`config.mk`:
```
export PLATFORM = sky130hd
export DESIGN_NAME = prog_fetch_queue_flat
export DESIGN_NICKNAME = d
export VERILOG_FILES = /design/src/rtl/prog_fetch_queue_if.sv /design/src/rtl/prog_fetch_queue.sv /design/src/flat_wrapper.sv
export SDC_FILE = /design/constraint.sdc
export NUM_CORES = 1
export LEC_CHECK = 0
export ABC_CLOCK_PERIOD_IN_PS = 9300
export BUFFER_PORTS_ARGS = -buffer_cell sky130_fd_sc_hd__buf_2
export CAP_MARGIN = 20
export CORE_MARGIN = 2
export CORE_UTILIZATION = 35
export DETAILED_ROUTE_END_ITERATION = 8
export GPL_ROUTABILITY_DRIVEN = 0
export SLEW_MARGIN = 20
export SYNTH_ARGS = -nofsm -noshare
export SYNTH_HDL_FRONTEND = slang
export SYNTH_SLANG_ARGS = --single-unit
```
`constraint.sdc`:
```
create_clock -name clk -period 9.3 [get_ports clk]
set_input_delay 1.86 -clock clk [delete_from_list [all_inputs] [get_ports clk]]
set_output_delay 1.86 -clock clk [all_outputs]
set_load 0.05 [all_outputs]
```
`src/rtl/prog_fetch_queue_if.sv`:
```
// Fetch-side bundle for the program prefetch queue: redirect, consumer handshake
// and the program ROM read port. 'slave' is the queue, 'master' is core plus ROM.
interface prog_fetch_queue_if #(
  parameter int PC_WIDTH = 14
);
  logic                pc_load;
  logic [PC_WIDTH-1:0] pc_new;
  logic                instr_ack;
  logic                rom_en;
  logic [PC_WIDTH-1:0] rom_addr;
  logic [15:0]         rom_rdata;
  logic                instr_valid;
  logic [15:0]         instruction;
  logic [15:0]         instr_ext;
  logic                instr_long;
  logic [PC_WIDTH-1:0] program_counter;

  modport master (
    output pc_load, pc_new, instr_ack, rom_rdata,
    input  rom_en, rom_addr, instr_valid, instruction, instr_ext, instr_long,
           program_counter
  );

  modport slave (
    input  pc_load, pc_new, instr_ack, rom_rdata,
    output rom_en, rom_addr, instr_valid, instruction, instr_ext, instr_long,
           program_counter
  );
endinterface

```
`src/rtl/prog_fetch_queue.sv`:
```
// Instruction prefetch queue: keeps up to DEPTH program words ahead of the consumer
// and presents one 16- or 32-bit instruction at a time, with flush on redirect.
module prog_fetch_queue #(
  parameter int PC_WIDTH = 14,
  parameter int DEPTH    = 4
) (
  input  logic              clk,
  input  logic              reset,
  prog_fetch_queue_if.slave bus
);
  localparam int PW = $clog2(DEPTH);
  localparam int CW = $clog2(DEPTH + 1);

  typedef logic [PW-1:0]       ptr_t;
  typedef logic [CW-1:0]       cnt_t;
  typedef logic [CW:0]         occ_t;
  typedef logic [PC_WIDTH-1:0] pc_t;

  function automatic ptr_t ptr_inc(input ptr_t p);
    return (p == ptr_t'(DEPTH - 1)) ? '0 : p + ptr_t'(1);
  endfunction

  // LDS/STS and JMP/CALL carry a second operand word.
  function automatic logic is_long(input logic [15:0] w);
    return ((w & 16'hFC0F) == 16'h9000) || ((w & 16'hFE0C) == 16'h940C);
  endfunction

  logic [15:0] mem_q [DEPTH];
  ptr_t        rd_ptr_q, rd_ptr_d;
  ptr_t        wr_ptr_q, wr_ptr_d;
  cnt_t        count_q, count_d;
  logic        inflight_q, inflight_d;
  pc_t         fpc_q, fpc_d;
  pc_t         pc_q, pc_d;

  logic [15:0] head_w;
  logic [15:0] next_w;
  logic        head_long;
  logic        valid;
  logic        fetch_en;
  logic        push;
  logic        pop;
  logic [1:0]  pop_len;
  occ_t        occupancy;

  always_comb begin
    head_w    = mem_q[rd_ptr_q];
    next_w    = mem_q[ptr_inc(rd_ptr_q)];
    head_long = is_long(head_w);
    valid     = head_long ? (count_q >= cnt_t'(2)) : (count_q != '0);
    // The in-flight word already owns a slot, so it counts against capacity.
    occupancy = occ_t'(count_q) + occ_t'(inflight_q);
    fetch_en  = !reset && !bus.pc_load && (occupancy < occ_t'(DEPTH));
    push      = inflight_q && !bus.pc_load;
    pop       = valid && bus.instr_ack && !bus.pc_load;
    pop_len   = head_long ? 2'd2 : 2'd1;
  end

  always_comb begin
    rd_ptr_d   = rd_ptr_q;
    wr_ptr_d   = wr_ptr_q;
    count_d    = count_q;
    fpc_d      = fpc_q;
    pc_d       = pc_q;
    inflight_d = fetch_en;
    if (bus.pc_load) begin
      rd_ptr_d = '0;
      wr_ptr_d = '0;
      count_d  = '0;
      fpc_d    = bus.pc_new;
      pc_d     = bus.pc_new;
    end else begin
      if (fetch_en) fpc_d = fpc_q + pc_t'(1);
      if (push) wr_ptr_d = ptr_inc(wr_ptr_q);
      if (pop) begin
        rd_ptr_d = head_long ? ptr_inc(ptr_inc(rd_ptr_q)) : ptr_inc(rd_ptr_q);
        pc_d     = pc_q + pc_t'(pop_len);
      end
      count_d = count_q + cnt_t'(push) - (pop ? cnt_t'(pop_len) : cnt_t'(0));
    end
  end

  always_ff @(posedge clk or posedge reset) begin
    if (reset) begin
      rd_ptr_q   <= '0;
      wr_ptr_q   <= '0;
      count_q    <= '0;
      inflight_q <= 1'b0;
      fpc_q      <= '0;
      pc_q       <= '0;
    end else begin
      rd_ptr_q   <= rd_ptr_d;
      wr_ptr_q   <= wr_ptr_d;
      count_q    <= count_d;
      inflight_q <= inflight_d;
      fpc_q      <= fpc_d;
      pc_q       <= pc_d;
    end
  end

  // Word storage carries no reset; occupancy alone decides what is meaningful.
  always_ff @(posedge clk) begin
    if (push) mem_q[wr_ptr_q] <= bus.rom_rdata;
  end

  assign bus.rom_en          = fetch_en;
  assign bus.rom_addr        = fpc_q;
  assign bus.instr_valid     = valid;
  assign bus.instruction     = valid ? head_w : 16'h0000;
  assign bus.instr_ext       = (valid && head_long) ? next_w : 16'h0000;
  assign bus.instr_long      = valid && head_long;
  assign bus.program_counter = pc_q;
endmodule

```
`src/flat_wrapper.sv`:
```
// flat-port wrapper written by rule: the top's interface ports become plain ports
module prog_fetch_queue_flat 
#(
  parameter int PC_WIDTH = 14,
  parameter int DEPTH    = 4
)
  (clk, reset, bus_pc_load, bus_pc_new, bus_instr_ack, bus_rom_rdata, bus_rom_en, bus_rom_addr, bus_instr_valid, bus_instruction, bus_instr_ext, bus_instr_long, bus_program_counter);
  prog_fetch_queue_if #(.PC_WIDTH(PC_WIDTH)) bus_i ();
  input  logic clk;
  input  logic reset;
  input wire logic [$bits(bus_i.pc_load)-1:0] bus_pc_load;
  input wire logic [$bits(bus_i.pc_new)-1:0] bus_pc_new;
  input wire logic [$bits(bus_i.instr_ack)-1:0] bus_instr_ack;
  input wire logic [$bits(bus_i.rom_rdata)-1:0] bus_rom_rdata;
  output wire logic [$bits(bus_i.rom_en)-1:0] bus_rom_en;
  output wire logic [$bits(bus_i.rom_addr)-1:0] bus_rom_addr;
  output wire logic [$bits(bus_i.instr_valid)-1:0] bus_instr_valid;
  output wire logic [$bits(bus_i.instruction)-1:0] bus_instruction;
  output wire logic [$bits(bus_i.instr_ext)-1:0] bus_instr_ext;
  output wire logic [$bits(bus_i.instr_long)-1:0] bus_instr_long;
  output wire logic [$bits(bus_i.program_counter)-1:0] bus_program_counter;
  assign bus_i.pc_load = bus_pc_load;
  assign bus_i.pc_new = bus_pc_new;
  assign bus_i.instr_ack = bus_instr_ack;
  assign bus_i.rom_rdata = bus_rom_rdata;
  assign bus_rom_en = bus_i.rom_en;
  assign bus_rom_addr = bus_i.rom_addr;
  assign bus_instr_valid = bus_i.instr_valid;
  assign bus_instruction = bus_i.instruction;
  assign bus_instr_ext = bus_i.instr_ext;
  assign bus_instr_long = bus_i.instr_long;
  assign bus_program_counter = bus_i.program_counter;
  prog_fetch_queue #(.PC_WIDTH(PC_WIDTH), .DEPTH(DEPTH)) u_core (.clk(clk), .reset(reset), .bus(bus_i));
endmodule
```
==> impl_metrics.json, run 1 <==
{
  "syn_inst": 389,
  "min_period_ns": 5.41,
  "clockRootBuffer": "clkbuf_16",
  "cp-start-kind": "input port",
  "cts_tree": "built",
  "area_delta_synth_final_pct": 18.3,
  "die_area_sq_um": 15700,
  "grt_pass1_wl_mm": 19.6,
  "placement.io_buffers": 96,
  "wl_per_cell_um": 18.5,
  "finalPower_mw": 1.60,
  "fmax_mhz": 185,
  "finalHoldViolCount": 0,
  "via_per_inst": 5.52,
  "slew_viol_final": 0,
  "htreeDepth": 3,
  "antenna_cells": 0,
  "pin_count": 97,
  "grt_overflow": 0,
  "nets": 527,
  "syn_avg_cell_area_sq_um": 13.3,
  "leakagePower_nw": 2.38,
  "maxCapViolCount": 0,
  "path_max_fanout": 30,
  "clock_latency_ns": 0.35,
  "holdBufCountCts": 0,
  "rsz0062_at_grt": "false",
  "slew-limit-headroom_pct": 35.0,
  "firstDrtPassIters": 4,
  "cts_resized": 0,
  "path_class": "input port to output port",
  "arrival_ns": 3.55,
  "first_iter_violations": 262,
  "wirelength_mm": 12.4,
  "cts_sinks": 100,
  "vias": 3690,
  "synth-edff-count": 64,
  "hp-class": "flop to flop",
  "fillers": 1348,
  "finalClockSkew_ns": 0.00753,
  "ys_seq_elements": 100,
  "fin_crit_sh_pct": 58.1,
  "busiest_layer": "met2",
  "die_width_um": 125,
  "place_hpwl_mm": 8.47,
  "worst_slew_pin_slew_ns": 0.975,
  "grt.total_usage_pct": 16.0,
  "setup_viol": 0,
  "syn_area_sq_um": 5160,
  "crit_path_end_kind": "output port",
  "tns_ns": 0,
  "final_cell_mix": "buf_2, edfxtp_1, dfrtp_1",
  "cts.path.max_buffers": 2,
  "cts_buffers": 9,
  "die_h_um": 125,
  "grt_max_degree": 37,
  "antenna_found_initial": 0,
  "ir_drop_mv": 0.166,
  "grt_use_met3_pct": 4.58,
  "cp.required_ns": 7.44,
  "whs_ns": 0.517,
  "syn_nets": 436,
  "seq_area_frac_synth_pct": 54.7,
  "clk_pin_slew_ns": 0.07,
  "post_cts_buffers": 0,
  "fin_util_pct": 42.2,
  "final_common_cell": "buf_2",
  "grt_pass1_vias": 3666,
  "grtUsageMet1_pct": 21.6,
  "synth_ff_type": "edfxtp_1",
  "core-area_sq_um": 14500,
  "synthesis.yosys.warnings": 0,
  "drive_above_1_share_pct": 31.1,
  "power.density_nw_per_um2": 262,
  "yosys.cell_types.count": 49,
  "globalRouteMet2Util_pct": 25.8,
  "drc": 0,
  "ant_nets": 0,
  "ys_async_sr_fraction_pct": 36.0,
  "placementRows": 44,
  "start_util_pct": 35.7,
  "status": "complete, no violations"
}
[sequential cells by signal, indices dropped and copies added (netlist names)]
signal and cells:
u_core.wr_ptr_q 2, u_core.count_q 3, u_core.inflight_q 1, u_core.bus.rom_addr 14
u_core.rd_ptr_q 2, u_core.mem_q 64, u_core.bus.program_counter 14
[cell families after synthesis]
group	synth area share (%)
AO/OA/AOI/OAI	7.82
XOR/XNOR	1.02
adder cells (fa/ha/maj)	3.44
buffers and inverters	3.51
flip-flops	54.7
multiplexers	15.1
AND/OR/NAND/NOR	14.4
[synth_stat cells, drive strengths merged, types with 8 or more instances]
cell	n	area, sq um
dfrtp	36	901
nand2	22	82.6
o21ai	15	82.6
nand4	8	50.1
nor2	28	115
nand3	8	40.0
buf	12	80.1
clkbuf	9	33.8
nor2b	34	213
edfxtp	64	1920
ha	11	138
mux4	32	732
a31oi	12	75.1
inv	18	67.6
a21oi	9	56.3
[power by group]
part | internal (mW) | switching [mW]
sequential | 0.506 | 0.0423
combinational | 0.239 | 0.426
clock | 0.214 | 0.174
[cell type report]
type | instances | area, sq um | share of cell area (%)
clock buffer | 10 | 229 | 3.75
clock inverter | 6 | 80.1 | 1.31
inverter | 18 | 67.6 | 1.11
multi-input combinational | 250 | 2160 | 35.4
sequential | 100 | 2820 | 46.2
tap | 184 | 230 | 3.77
timing repair buffer | 101 | 518 | 8.48
[final timing paths]
path	slack, ns	depth (start not counted)	start	to
worst min-delay path	0.52	1	u_core.bus.rom_addr[13]	u_core.bus.rom_addr[13]
min in group asynchronous	1.62	3	reset	u_core.bus.rom_addr[2]
worst min register to register	0.52	1	u_core.bus.rom_addr[13]	u_core.bus.rom_addr[13]
max in group asynchronous	7.33	3	reset	u_core.bus.program_counter[7]
worst max-delay path	3.89	4	bus_pc_load	bus_rom_en
worst max register to register	5.36	12	u_core.rd_ptr_q[1]	u_core.count_q[2]
[stage by stage]
| stage | cells | setup slack, ns | area, sq um |
|---|---|---|---|
| 2_1_floorplan | 389 | 4.60 | 5160 |
| 3_3_place_gp | 653 | 3.97 | 5800 |
| 3_5_place_dp | 653 | 3.90 | 5800 |
| 4_1_cts | 669 | 3.80 | 6110 |
| 5_1_grt | 669 | 3.63 | 6110 |
| 6_report | 669 | 3.89 | 6110 |
[routing by layer]
layer  vias to the layer above  routed length (um)
li1                       1680                   -
met3                        11                 772
met4                         0                 145
met1                      1875                5580
met5                         -                   0
met2                       124                5880
[critical path, cell delays in order]
cell,delay [ns]
buf_2,0.28
or4_1,0.78
inv_1,0.30
buf_2,0.32
Power figures use the tool's default switching activity.
==> run 2, diff against run 1 <==
- ABC_AREA: not set -> 1
- ABC_CLOCK_PERIOD_IN_PS: 9300 -> 5300
- clock period: 9.3 -> 5.3 ns (I/O delays scaled with it)
==> run 2 against run 1 <==
Final area grew 6.1%. Total power is 110% higher. Via count increased by 28%. Sequential share of layout area fell by 2.7 points. Utilization is 0.93 points lower. Register-to-register slack got worse by 3.9 ns. Hold slack improved by 0.027 ns. Die area increased by 7.2%. Sequential power rose by 90%.
==> impl_metrics.json, run 2 <==
{
  "yosysMostFrequentCell": "nand2_1",
  "cts.path.max_buffers": 2,
  "reg2reg_to": "u_core.count_q[2]",
  "ant_nets": 0,
  "synth_ff_type": "edfxtp_1",
  "r2r_start": "u_core.rd_ptr_q[0]",
  "hp-class": "flop to flop",
  "fin_crit_sh_pct": 82.5,
  "r2r_setup_slack_ns": 1.46,
  "top_register": "u_core.mem_q",
  "grt_pass1_wl_mm": 23.1,
  "path_max_fanout": 31,
  "grt_overflow": 0,
  "yosysTopAreaCellShare_pct": 34.6,
  "grt.total_usage_pct": 17.8,
  "path_class": "flop to output port",
  "fmax_mhz": 229,
  "synthesis.yosys.warnings": 0,
  "place_hpwl_mm": 9.96,
  "holdPathStages": 2,
  "ys_seq_elements": 100,
  "cts_resized": 0,
  "syn_nets": 707,
  "die_area_sq_um": 16900,
  "nets": 793,
  "firstDrtPassIters": 5,
  "drive_above_1_share_pct": 18.4,
  "clk_pin_slew_ns": 0.06,
  "power.density_nw_per_um2": 514,
  "worst_slew_pin_slew_ns": 0.997,
  "synth-edff-count": 64,
  "syn_area_sq_um": 5550,
  "wirelength_mm": 14.4,
  "wl_per_cell_um": 14.9,
  "clock_latency_ns": 0.35,
  "vias": 4740,
  "cp-start-kind": "flop",
  "leakagePower_nw": 3.00,
  "slew-limit-headroom_pct": 33.5,
  "die_h_um": 130,
  "maxCapViolCount": 0,
  "first_iter_violations": 390,
  "ir_drop_mv": 0.256,
  "grt_pass1_vias": 4485,
  "fillers": 1574,
  "setup_viol": 0,
  "syn_inst": 660,
  "post_cts_buffers": 0,
  "synth_area_leader_cell": "edfxtp_1",
  "placementRows": 46,
  "htreeDepth": 3,
  "holdPathEnd": "u_core.bus.rom_addr[1]",
  "arrival_ns": 3.31,
  "tns_ns": 0,
  "core-area_sq_um": 15700,
  "syn_avg_cell_area_sq_um": 8.41,
  "largest_register_ffs": 64,
  "final_common_cell": "nand2_1",
  "antenna_found_initial": 1,
  "cts_sinks": 100,
  "pin_count": 97,
  "hp-start": "u_core.bus.rom_addr[1]",
  "fin_util_pct": 41.3,
  "via_per_inst": 4.90,
  "crit_path_end_kind": "output port",
  "yosys.cell_types.count": 36,
  "min_period_ns": 4.37,
  "area_delta_synth_final_pct": 16.8,
  "placement.io_buffers": 96,
  "cp.required_ns": 4.24,
  "synth_area_leaders": "edfxtp_1, dfrtp_1, nand2_1, nor2_1, nand3_1",
  "status": "complete, no violations",
  "die_width_um": 130,
  "slew_viol_final": 0,
  "ff2ff_path_depth": 19,
  "seq_area_frac_synth_pct": 50.9,
  "synth_common_cells": "nand2_1, nor2_1, edfxtp_1",
  "cts_tree": "built",
  "drc": 0,
  "final_cell_mix": "nand2_1, buf_2, nor2_1",
  "clockRootBuffer": "clkbuf_16",
  "finalHoldViolCount": 0,
  "rsz0062_at_grt": "false",
  "start_util_pct": 35.3,
  "finalClockSkew_ns": 0.0149,
  "grt_max_degree": 38,
  "ys_async_sr_fraction_pct": 36.0,
  "cts_buffers": 9,
  "holdBufCountCts": 0
}
[run 2: cell types whose count changed after synthesis, moves of 6 or more]
cell      before  now
a32o_1         0   10
nor2_1        26   82
nand2_1       22  193
a31oi_1       12    3
and2_1         7    1
a21oi_1        8   32
nand3_1        8   57
inv_1         18   50
clkbuf_1       9   15
mux4_2        29    0
o21ai_0       13   36
nor2b_1       34    0
[run 2: how the worst max path moves through the flow]
stage	from	endpoint	slack [ns]	cells after the start
after floorplan	reset	bus_rom_en	1.47	3
after global placement	u_core.rd_ptr_q[0]	bus_instr_ext[5]	1.35	11
after detailed placement	u_core.rd_ptr_q[0]	bus_instr_ext[5]	1.27	11
after CTS	u_core.rd_ptr_q[0]	bus_instr_ext[5]	0.90	11
after global routing	u_core.rd_ptr_q[0]	bus_instr_ext[13]	0.61	11
final	u_core.rd_ptr_q[0]	bus_instr_ext[13]	0.93	11
[run 2: cells by family (layout without fill, tap and decap cells)]
family                     count (synthesis)  count (layout)  synth area share [%]
DFF                                      100             100                  50.9
adders and majority gates                 13              13                  3.20
buffers and inverters                     84             175                  6.65
xor gates and xnor gates                  11              11                  1.74
AOI/OAI and AO/OA                         96              96                  10.5
other                                      0               1                     0
and+or+nand+nor                          356             356                  27.1
[run 2: metal layers]
layer  track usage [%]  vias up  part of all wire (%)
li1                  -     2370                     -
met1              23.6     2193                    45
met2              28.7      163                    46
met3              3.77       14                   6.6
met4              6.64        0                   1.4
met5                 0        -                     0
[run 2: power breakdown]
| part | switching (mW) | total, mW | internal (mW) |
|---|---|---|---|
| Combinational | 1.25 | 1.69 | 0.438 |
| Sequential | 0.123 | 1.04 | 0.912 |
| Clock | 0.281 | 0.611 | 0.330 |
| Total | 1.65 | 3.33 | 1.68 |
[run 2: area by class of cell]
type                       instances  area, sq um  area share, %
clock inverter                     6         37.5          0.579
tap                              216          270           4.17
clock buffer                      10          239           3.69
sequential                       100         2820           43.5
timing repair buffer             105          548           8.45
multi-input combinational        476         2360           36.4
inverter                          54          203           3.13
antenna                            1         2.50         0.0386
[run 2: worst max-delay path: stages (launching register included)]
cell	delay (ns)
dfrtp_1	0.77
inv_2	0.43
nand2_1	0.16
nand3_1	0.09
nand2_1	0.15
nand2_1	0.10
nor2_4	0.18
nand3_4	0.14
inv_2	0.13
nand2_2	0.27
a21oi_1	0.24
buf_2	0.29
[run 2: metrics by stage]
step | power, mW | area [sq um] | hold slack (ns) | cells | setup WS [ns]
after CTS | 3.35 | 6480 | 0.549 | 967 | 0.898
after floorplan | 2.36 | 5550 | 0.533 | 660 | 1.47
final | 3.33 | 6480 | 0.544 | 968 | 0.929
after detailed placement | 2.73 | 6200 | 0.533 | 951 | 1.27
after global routing | 3.56 | 6480 | 0.586 | 967 | 0.606
after global placement | 2.73 | 6200 | 0.533 | 951 | 1.35
==> run 3, diff against run 2 <==
- ABC_CLOCK_PERIOD_IN_PS: 5300 -> 4000
- clock period: 5.3 -> 4 ns (I/O delays scaled with it)
==> run 3 against run 2 <==
Critical path type unchanged. Critical endpoint is now bus_instr_ext[10]. First-iteration DRC count shrank 18%. Via count grew 0.53%. Die area is the same.
==> impl_metrics.json, run 3 (synthesis results as in run 2) <==
{
  "status": "complete, no violations",
  "maxCapViolCount": 0,
  "power.density_nw_per_um2": 685,
  "grt_overflow": 0,
  "crit_path_end_kind": "output port",
  "r2r_setup_slack_ns": 0.61,
  "first_iter_violations": 319,
  "fmax_mhz": 263,
  "grt_pass1_vias": 4420,
  "grt_max_degree": 37,
  "p_int_mw": 2.31,
  "slew-limit-headroom_pct": 55.2,
  "hp-class": "flop to flop",
  "final_cell_mix": "nand2_1, buf_2, nor2_1",
  "p_sw_share_pct": 48.6,
  "core-area_sq_um": 15700,
  "tns_ns": 0,
  "wirelength_mm": 14.6,
  "pin_count": 97,
  "die_h_um": 130,
  "path_class": "flop to output port",
  "vias": 4765,
  "grt_pass1_wl_mm": 23.1,
  "antenna_found_initial": 1,
  "drc": 0,
  "drive_above_1_share_pct": 19.2,
  "cp-start-kind": "flop",
  "holdPathEnd": "u_core.bus.rom_addr[13]",
  "area_delta_synth_final_pct": 18.4,
  "finalHoldViolCount": 0,
  "nets": 802,
  "htreeDepth": 3,
  "cts_tree": "built",
  "slew_viol_final": 0,
  "clock_latency_ns": 0.35,
  "grt.total_usage_pct": 17.6,
  "wl_per_cell_um": 14.9,
  "power_frac_comb_pct": 50.6,
  "holdPathStages": 2,
  "hp-start": "u_core.bus.rom_addr[13]",
  "placement.io_buffers": 96,
  "start_util_pct": 35.3,
  "top_register": "u_core.mem_q",
  "fin_util_pct": 41.8,
  "finalClockSkew_ns": 0.00562,
  "pwr-share-clk_pct": 19.4,
  "seqPwrFrac_pct": 30.0,
  "via_per_inst": 4.88,
  "post_cts_buffers": 0,
  "reg2reg_to": "u_core.bus.program_counter[12]",
  "path_max_fanout": 23,
  "cts_buffers": 9,
  "rsz0062_at_grt": "false",
  "setup_viol": 0,
  "switching_power_mw": 2.19,
  "cp.required_ns": 3.20,
  "cts_sinks": 100,
  "place_hpwl_mm": 10.1,
  "leakagePower_nw": 3.04,
  "die_area_sq_um": 16900,
  "ant_nets": 0,
  "r2r_start": "u_core.rd_ptr_q[1]",
  "die_width_um": 130,
  "worst_slew_pin_slew_ns": 0.671,
  "fin_crit_sh_pct": 95.0,
  "arrival_ns": 3.00,
  "largest_register_ffs": 64,
  "clk_pin_slew_ns": 0.07,
  "placementRows": 46,
  "ff2ff_path_depth": 17,
  "clockRootBuffer": "clkbuf_16",
  "firstDrtPassIters": 6,
  "ir_drop_mv": 0.327,
  "final_common_cell": "nand2_1",
  "min_period_ns": 3.80,
  "cts.path.max_buffers": 2
}
-- run 3: layer usage --
metal | wire (um) | global-route usage [%] | vias to the layer above
li1 | - | - | 2390
met1 | 6600 | 22.9 | 2201
met2 | 6980 | 29.6 | 165
met3 | 911 | 5.00 | 9
met4 | 101 | 3.61 | 0
met5 | 0 | 0 | -
-- run 3: area by class of cell --
class	count	area, sq um
Clock inverter	6	66.3
Inverter	54	205
Tap cell	216	270
Antenna cell	1	2.50
Timing Repair Buffer	114	616
Clock buffer	9	225
Fill cell	1579	9150
Sequential cell	100	2820
Multi-Input combinational cell	476	2360
-- run 3: timing repair --
| item | CTS | global route |
|---|---|---|
| endpoints found under the setup margin | 0 | 7 |
| hold buffers | 0 | 0 |
| resized for setup | 0 | 2 |
-- run 3: stage by stage --
stage | area, sq um | instances | worst slack [ns] | power (mW) | hold slack, ns
2_1_floorplan | 5550 | 660 | 0.693 | 3.12 | 0.533
3_3_place_gp | 6270 | 960 | 0.546 | 3.64 | 0.530
3_5_place_dp | 6270 | 960 | 0.481 | 3.65 | 0.527
4_1_cts | 6560 | 975 | 0.0996 | 4.52 | 0.555
5_1_grt | 6570 | 975 | 0.0132 | 4.79 | 0.589
6_report | 6570 | 976 | 0.202 | 4.50 | 0.554
-- run 3: worst max path at each step --
| stage | startpoint | end | slack [ns] | cells past startpoint |
|---|---|---|---|---|
| 2_1_floorplan | reset | bus_rom_en | 0.69 | 3 |
| 3_3_place_gp | u_core.rd_ptr_q[0] | bus_instr_ext[10] | 0.55 | 11 |
| 3_5_place_dp | u_core.rd_ptr_q[0] | bus_instr_ext[15] | 0.48 | 11 |
| 4_1_cts | u_core.rd_ptr_q[0] | bus_instr_ext[15] | 0.1 | 11 |
| 5_1_grt | u_core.rd_ptr_q[1] | bus_instr_ext[10] | 0.01 | 10 |
| 6_report | u_core.rd_ptr_q[1] | bus_instr_ext[10] | 0.20 | 10 |
-- run 3: critical path, cell delays in order (launching register included) --
cell	delay, ns
dfrtp_1	0.52
inv_2	0.39
nand3_1	0.13
nand2_1	0.11
nand2_1	0.09
o21ai_4	0.22
nand3_4	0.16
inv_2	0.14
nand2_2	0.28
a21oi_1	0.30
buf_2	0.31
-- run 3: power by group through the flow --
stage                     clock, mW  combinational [mW]  sequential (mW)
after floorplan                   0                1.52             1.60
after global placement            0                2.27             1.37
after detailed placement          0                2.28             1.37
after CTS                     0.890                2.28             1.35
after global routing          0.927                2.50             1.37
final                         0.870                2.28             1.35
